$ cat config.mk
export PLATFORM = sky130hd
export DESIGN_NAME = uart_tx_arbiter
export DESIGN_NICKNAME = d
export VERILOG_FILES = /design/src/rtl/uart_arb_pkg.sv /design/src/rtl/uart_tx_arbiter_rr.sv /design/src/rtl/uart_tx_arbiter.sv
export SDC_FILE = /design/constraint.sdc
export NUM_CORES = 1
export LEC_CHECK = 0
export CAP_MARGIN = 30
export CORE_AREA = 2 2 68 70
export CTS_CLUSTER_SIZE = 8
export DETAILED_ROUTE_END_ITERATION = 7
export DIE_AREA = 0 0 70 72
export PLACE_DENSITY = 0.66
export SLEW_MARGIN = 5
export SYNTH_ARGS = -nofsm -noshare
export SYNTH_HDL_FRONTEND = slang
export SYNTH_SLANG_ARGS = --single-unit
$ cat constraint.sdc
create_clock -name clk -period 8.05 [get_ports clk]
set_clock_uncertainty 0.1 [all_clocks]
set_input_delay 0.805 -clock clk [delete_from_list [all_inputs] [get_ports clk]]
set_output_delay 0.805 -clock clk [all_outputs]
set_load 0.01 [all_outputs]
$ cat src/rtl/uart_arb_pkg.sv
// uart_arb_pkg: shared types and helpers for the UART transmit arbiter.
//   arb_state_t : arbiter FSM states (HDR only when UART_ARB_CHAN_HDR_EN is defined)
//   HDR_TAG     : upper nibble of the per-packet channel header (UART_ARB_CHAN_HDR_EN only)
//   rr_pick     : rotating-priority search, returns {found, idx[3:0]}
// Optional macro: UART_ARB_CHAN_HDR_EN
package uart_arb_pkg;

`ifdef UART_ARB_CHAN_HDR_EN
  typedef enum logic [2:0] {IDLE, HDR, FETCH, START, WAIT} arb_state_t;
  localparam logic [3:0] HDR_TAG = 4'hA;
`else
  typedef enum logic [2:0] {IDLE, FETCH, START, WAIT} arb_state_t;
`endif

  // Scan ptr, ptr+1, ... modulo n (n <= 16) and return the first set bit.
  // Result packs the found flag above a 4-bit index.
  function automatic logic [4:0] rr_pick(input logic [15:0] valid,
                                         input logic [3:0]  ptr,
                                         input int unsigned n);
    logic       found;
    logic [3:0] idx;
    logic [4:0] cand;
    found = 1'b0;
    idx   = '0;
    for (int unsigned k = 0; k < 16; k++) begin
      cand = 5'(ptr) + 5'(k);
      if (cand >= 5'(n)) cand = cand - 5'(n);
      if ((k < n) && !found && valid[cand[3:0]]) begin
        found = 1'b1;
        idx   = cand[3:0];
      end
    end
    return {found, idx};
  endfunction

endpackage

$ cat src/rtl/uart_tx_arbiter_rr.sv
// rr_arbiter: combinational round-robin pick over NUM_REQ request lines.
//   valid : request lines
//   ptr   : registered highest-priority index
//   idx   : first requesting index at or after ptr (wrapping)
//   found : at least one request is present
module rr_arbiter
  import uart_arb_pkg::*;
#(
  parameter int unsigned NUM_REQ = 4,
  parameter int unsigned IDX_W   = $clog2(NUM_REQ)
) (
  input  logic [NUM_REQ-1:0] valid,
  input  logic [IDX_W-1:0]   ptr,
  output logic [IDX_W-1:0]   idx,
  output logic               found
);

  logic [15:0] valid_w;
  logic [3:0]  ptr_w;

  assign valid_w = 16'(valid);
  assign ptr_w   = 4'(ptr);

  assign idx   = IDX_W'(rr_pick(valid_w, ptr_w, NUM_REQ));
  assign found = 1'(rr_pick(valid_w, ptr_w, NUM_REQ) >> 4);

endmodule

$ cat src/rtl/uart_tx_arbiter.sv
// uart_tx_arbiter: shares one uart_tx between NUM_REQ byte-stream requesters,
// round-robin at packet granularity (owner keeps the line until its last byte
// has fully left).
//   clk, rst          : clock, synchronous active-high reset
//   req_valid/data/last/ready : per-requester byte handshake (data i at [8i+7:8i])
//   tx_start, tx_data : drive uart_tx start / data_in
//   tx_active         : uart_tx active
//   grant_idx, busy   : current owner (valid while busy) and packet-in-progress
// Optional macro: UART_ARB_CHAN_HDR_EN prefixes each packet with {4'hA, owner}.
module uart_tx_arbiter
  import uart_arb_pkg::*;
#(
  parameter int unsigned NUM_REQ = 4,
  parameter int unsigned IDX_W   = $clog2(NUM_REQ)
) (
  input  logic                 clk,
  input  logic                 rst,
  input  logic [NUM_REQ-1:0]   req_valid,
  input  logic [8*NUM_REQ-1:0] req_data,
  input  logic [NUM_REQ-1:0]   req_last,
  output logic [NUM_REQ-1:0]   req_ready,
  output logic                 tx_start,
  output logic [7:0]           tx_data,
  input  logic                 tx_active,
  output logic [IDX_W-1:0]     grant_idx,
  output logic                 busy
);

  arb_state_t       state;
  logic [IDX_W-1:0] rr_ptr;
  logic [IDX_W-1:0] next_ptr;
  logic [IDX_W-1:0] pick_idx;
  logic             pick_found;
  logic             last_q;

  rr_arbiter #(
    .NUM_REQ (NUM_REQ),
    .IDX_W   (IDX_W)
  ) u_rr (
    .valid (req_valid),
    .ptr   (rr_ptr),
    .idx   (pick_idx),
    .found (pick_found)
  );

  always_comb begin
    next_ptr = grant_idx + 1'b1;
    if (grant_idx == IDX_W'(NUM_REQ - 1)) next_ptr = '0;
  end

  always_ff @(posedge clk) begin
    if (rst) begin
      state     <= IDLE;
      rr_ptr    <= '0;
      grant_idx <= '0;
      busy      <= 1'b0;
      req_ready <= '0;
      tx_start  <= 1'b0;
      tx_data   <= '0;
      last_q    <= 1'b0;
    end else begin
      req_ready <= '0;
      case (state)
        // tx_active must be low so a frame left over from before a reset is
        // never overlapped.
        IDLE: begin
          if (pick_found && !tx_active) begin
            grant_idx <= pick_idx;
            busy      <= 1'b1;
`ifdef UART_ARB_CHAN_HDR_EN
            state     <= HDR;
`else
            state     <= FETCH;
`endif
          end
        end
`ifdef UART_ARB_CHAN_HDR_EN
        HDR: begin
          tx_data  <= {HDR_TAG, 4'(grant_idx)};
          last_q   <= 1'b0;
          tx_start <= 1'b1;
          state    <= START;
        end
`endif
        FETCH: begin
          if (req_valid[grant_idx]) begin
            req_ready[grant_idx] <= 1'b1;
            tx_data  <= req_data[{grant_idx, 3'b000} +: 8];
            last_q   <= req_last[grant_idx];
            tx_start <= 1'b1;
            state    <= START;
          end
        end
        // start is held until uart_tx acknowledges, which rides over its
        // cleanup cycle where start is ignored.
        START: begin
          if (tx_active) begin
            tx_start <= 1'b0;
            state    <= WAIT;
          end
        end
        WAIT: begin
          if (!tx_active) begin
            if (last_q) begin
              rr_ptr <= next_ptr;
              busy   <= 1'b0;
              state  <= IDLE;
            end else begin
              state  <= FETCH;
            end
          end
        end
        default: state <= IDLE;
      endcase
    end
  end

endmodule

==> flow_summary.ini <==
[run_status]
status = finished, final reports clean

[routing]
ant_nets = 0
num_vias = 1289
first_pass_iters = 4
drtIter0Drc = 46
via_per_inst = 5.04
drc = 0
wl_mm = 3.48
routedWlPerCell_um = 13.6

[global_routing]
grt_use_total_pct = 14.3
grt_max_degree = 21
antenna_found_initial = 0
grt_pass1_vias = 1243
globalRouteOverflowTotal = 0
grt_pass1_wl_mm = 5.84

[setup_path]
cp.arrival_ps = 2910
end_kind = flop
start_kind = flop
worstSetupPathType = flop to flop
crit_required_ps = 8110
path_max_fanout = 17

[place]
dp_hpwl_mm = 2.78
gp_congestion = 0.798
portBuffers = 58

[sta]
finalSetupViolCount = 0
rsz0062_at_grt = no
relSlewSlack_pct = 42.3
holdWs_ps = 403
maxSlewViolCount = 0
fin_crit_sh_pct = 35.5
tightest_slew_ps = 864
max_freq_mhz = 350
hold_viol = 0
tns_ps = 0
period_minus_slack_ps = 2860

[cts]
cts_setup_buffers = 0
cts_hold_buf = 0
ctsHtreeMaxLevel = 1
clockBufferDepth = 2
cts_resized = 0
clockRootBuffer = clkbuf_8
clk_pin_slew_ps = 80
cts_sinks = 21
clk_latency_ps = 260
cts_tree = done
cts_buffers = 3

[power]
p_sw_w = 0.000137
ir_drop_uv = 89.2
p_int_w = 0.000274
seq_power_share_pct = 37.6
pwr-share-comb_pct = 45.6
switching_share_pct = 33.3
power_density_mw_per_mm2 = 192
clockPowerShare_pct = 16.8
p_leak_nw = 0.839

[yosys]
async_reset_ff_share_pct = 0
synth_top_area_share_pct = 28.5
synth_ff_type = dfxtp_1
netlist_area_mm2 = 0.00148
synth_nets = 202
synth_edf_count = 0
synth_seq_cells = 21
ys_seq_area_share_pct = 28.5
yosysUniqueCellTypes = 39
synth_area_leaders = dfxtp_1 28%, mux4_2 15%, ha_1 10%
synth_cells = 147
yosysTopAreaCell = dfxtp_1
yosysWarnings = 0
syn-mean-instance-area_um2 = 10.0

[die]
die_w_um = 70
core-area_mm2 = 0.00426
rows = 24
die-area_mm2 = 0.00504
fp.dieH_um = 72
ios = 59
start_util_pct = 34.6

[min_path]
min_path_type = flop to flop

[job]
maxCapViolations = 0

[final_layout]
nNetsFinal = 260
area_delta_synth_final_pct = 45.2
layout-drive-gt1-share_pct = 10.3
n_antenna_cell = 0
-- path summary, 6_finish.rpt --
| kind | start | endpoint | slack, ps | cells past startpoint |
|---|---|---|---|---|
| hold reg to reg | tx_data[7] | tx_data[7] | 400 | 2 |
| setup / recovery | rr_ptr[0] | busy | 5190 | 7 |
| setup reg to reg | rr_ptr[0] | busy | 5190 | 7 |
| hold / removal | tx_data[7] | tx_data[7] | 400 | 2 |
-- cell usage in the layout (no fill, tap or decap), types with 2 or more instances in the layout --
cell             instances
clkdlybuf4s50_1         58
a22o_1                   2
nand2_1                  5
ha_1                    12
clkbuf_8                 3
inv_1                    8
mux4_2                  10
a211oi_1                 3
a21oi_1                  5
dfxtp_1                 21
nor2b_1                  5
and2_1                   5
o21ai_0                  6
nor3_1                   3
nand2b_1                 4
nor2_1                  18
mux2i_1                 15
-- kinds of logic after synthesis --
kind of cell,after synthesis,synth area share (%)
buf+inv,13,3.64
compound gates,26,12.5
fa+ha+maj,12,10.2
simple gates,47,17.2
flops,21,28.5
mux,28,28.0
-- registers in the layout, summed over array words and instances, names as in the netlist --
signal	flops
tx_data	8
state	2
grant_idx	2
req_ready	4
last_q	1
rr_ptr	2
busy	1
tx_start	1
-- cell usage after synthesis (all sizes together) (4+ instances only) --
master   n
nand2b   4
nor2    18
ha      12
a21oi    5
nor3     5
dfxtp   21
o21ai    6
mux4    10
inv      8
and2     5
nor2b    5
mux2i   15
nand2    6
-- metal layers --
metal / wire length, um / global-route usage [%] / vias up
met3: 208 / 4.03 / 0
met4: 0 / 1.92 / 0
met1: 1560 / 18.7 / 603
met5: 0 / 0 / -
met2: 1720 / 24.2 / 33
li1: - / - / 653
-- layout make-up --
class / count / area, um^2
inverter: 8 / 30.0
clock buffer: 4 / 45.0
sequential: 21 / 420
timing repair buffer: 58 / 581
tap: 52 / 65.1
fill: 427 / 2120
multi-input combinational: 113 / 1000
-- metrics by stage --
step                      cells  area (um^2)  power [W]  setup slack [ps]  util, %
after floorplan             147         1480   0.000270              5500        -
after global placement      252         2100   0.000345              5190     49.2
after detailed placement    252         2100   0.000348              5180     49.2
after CTS                   256         2140   0.000418              5200     50.3
after global routing        256         2140   0.000446              5010     50.3
final                       256         2140   0.000411              5190     50.3
-- worst max-delay path, cell delays in order, from the launching register on --
cell and delay, ps:
dfxtp_1 700, inv_1 170, ha_1 470, mux2_2 370, a22o_1 210, nor4_2 200, mux2_1 350, a22o_1 170
-- power groups by stage --
stage	registers, W	clock network, W	logic, W
floorplan	0.000149	0	0.000121
global placement	0.000158	0	0.000188
detailed placement	0.000158	0	0.000189
CTS	0.000156	0.0000721	0.000190
global route	0.000160	0.0000778	0.000209
finish	0.000155	0.0000692	0.000188
Note: power is estimated with default switching activity, not from simulation.
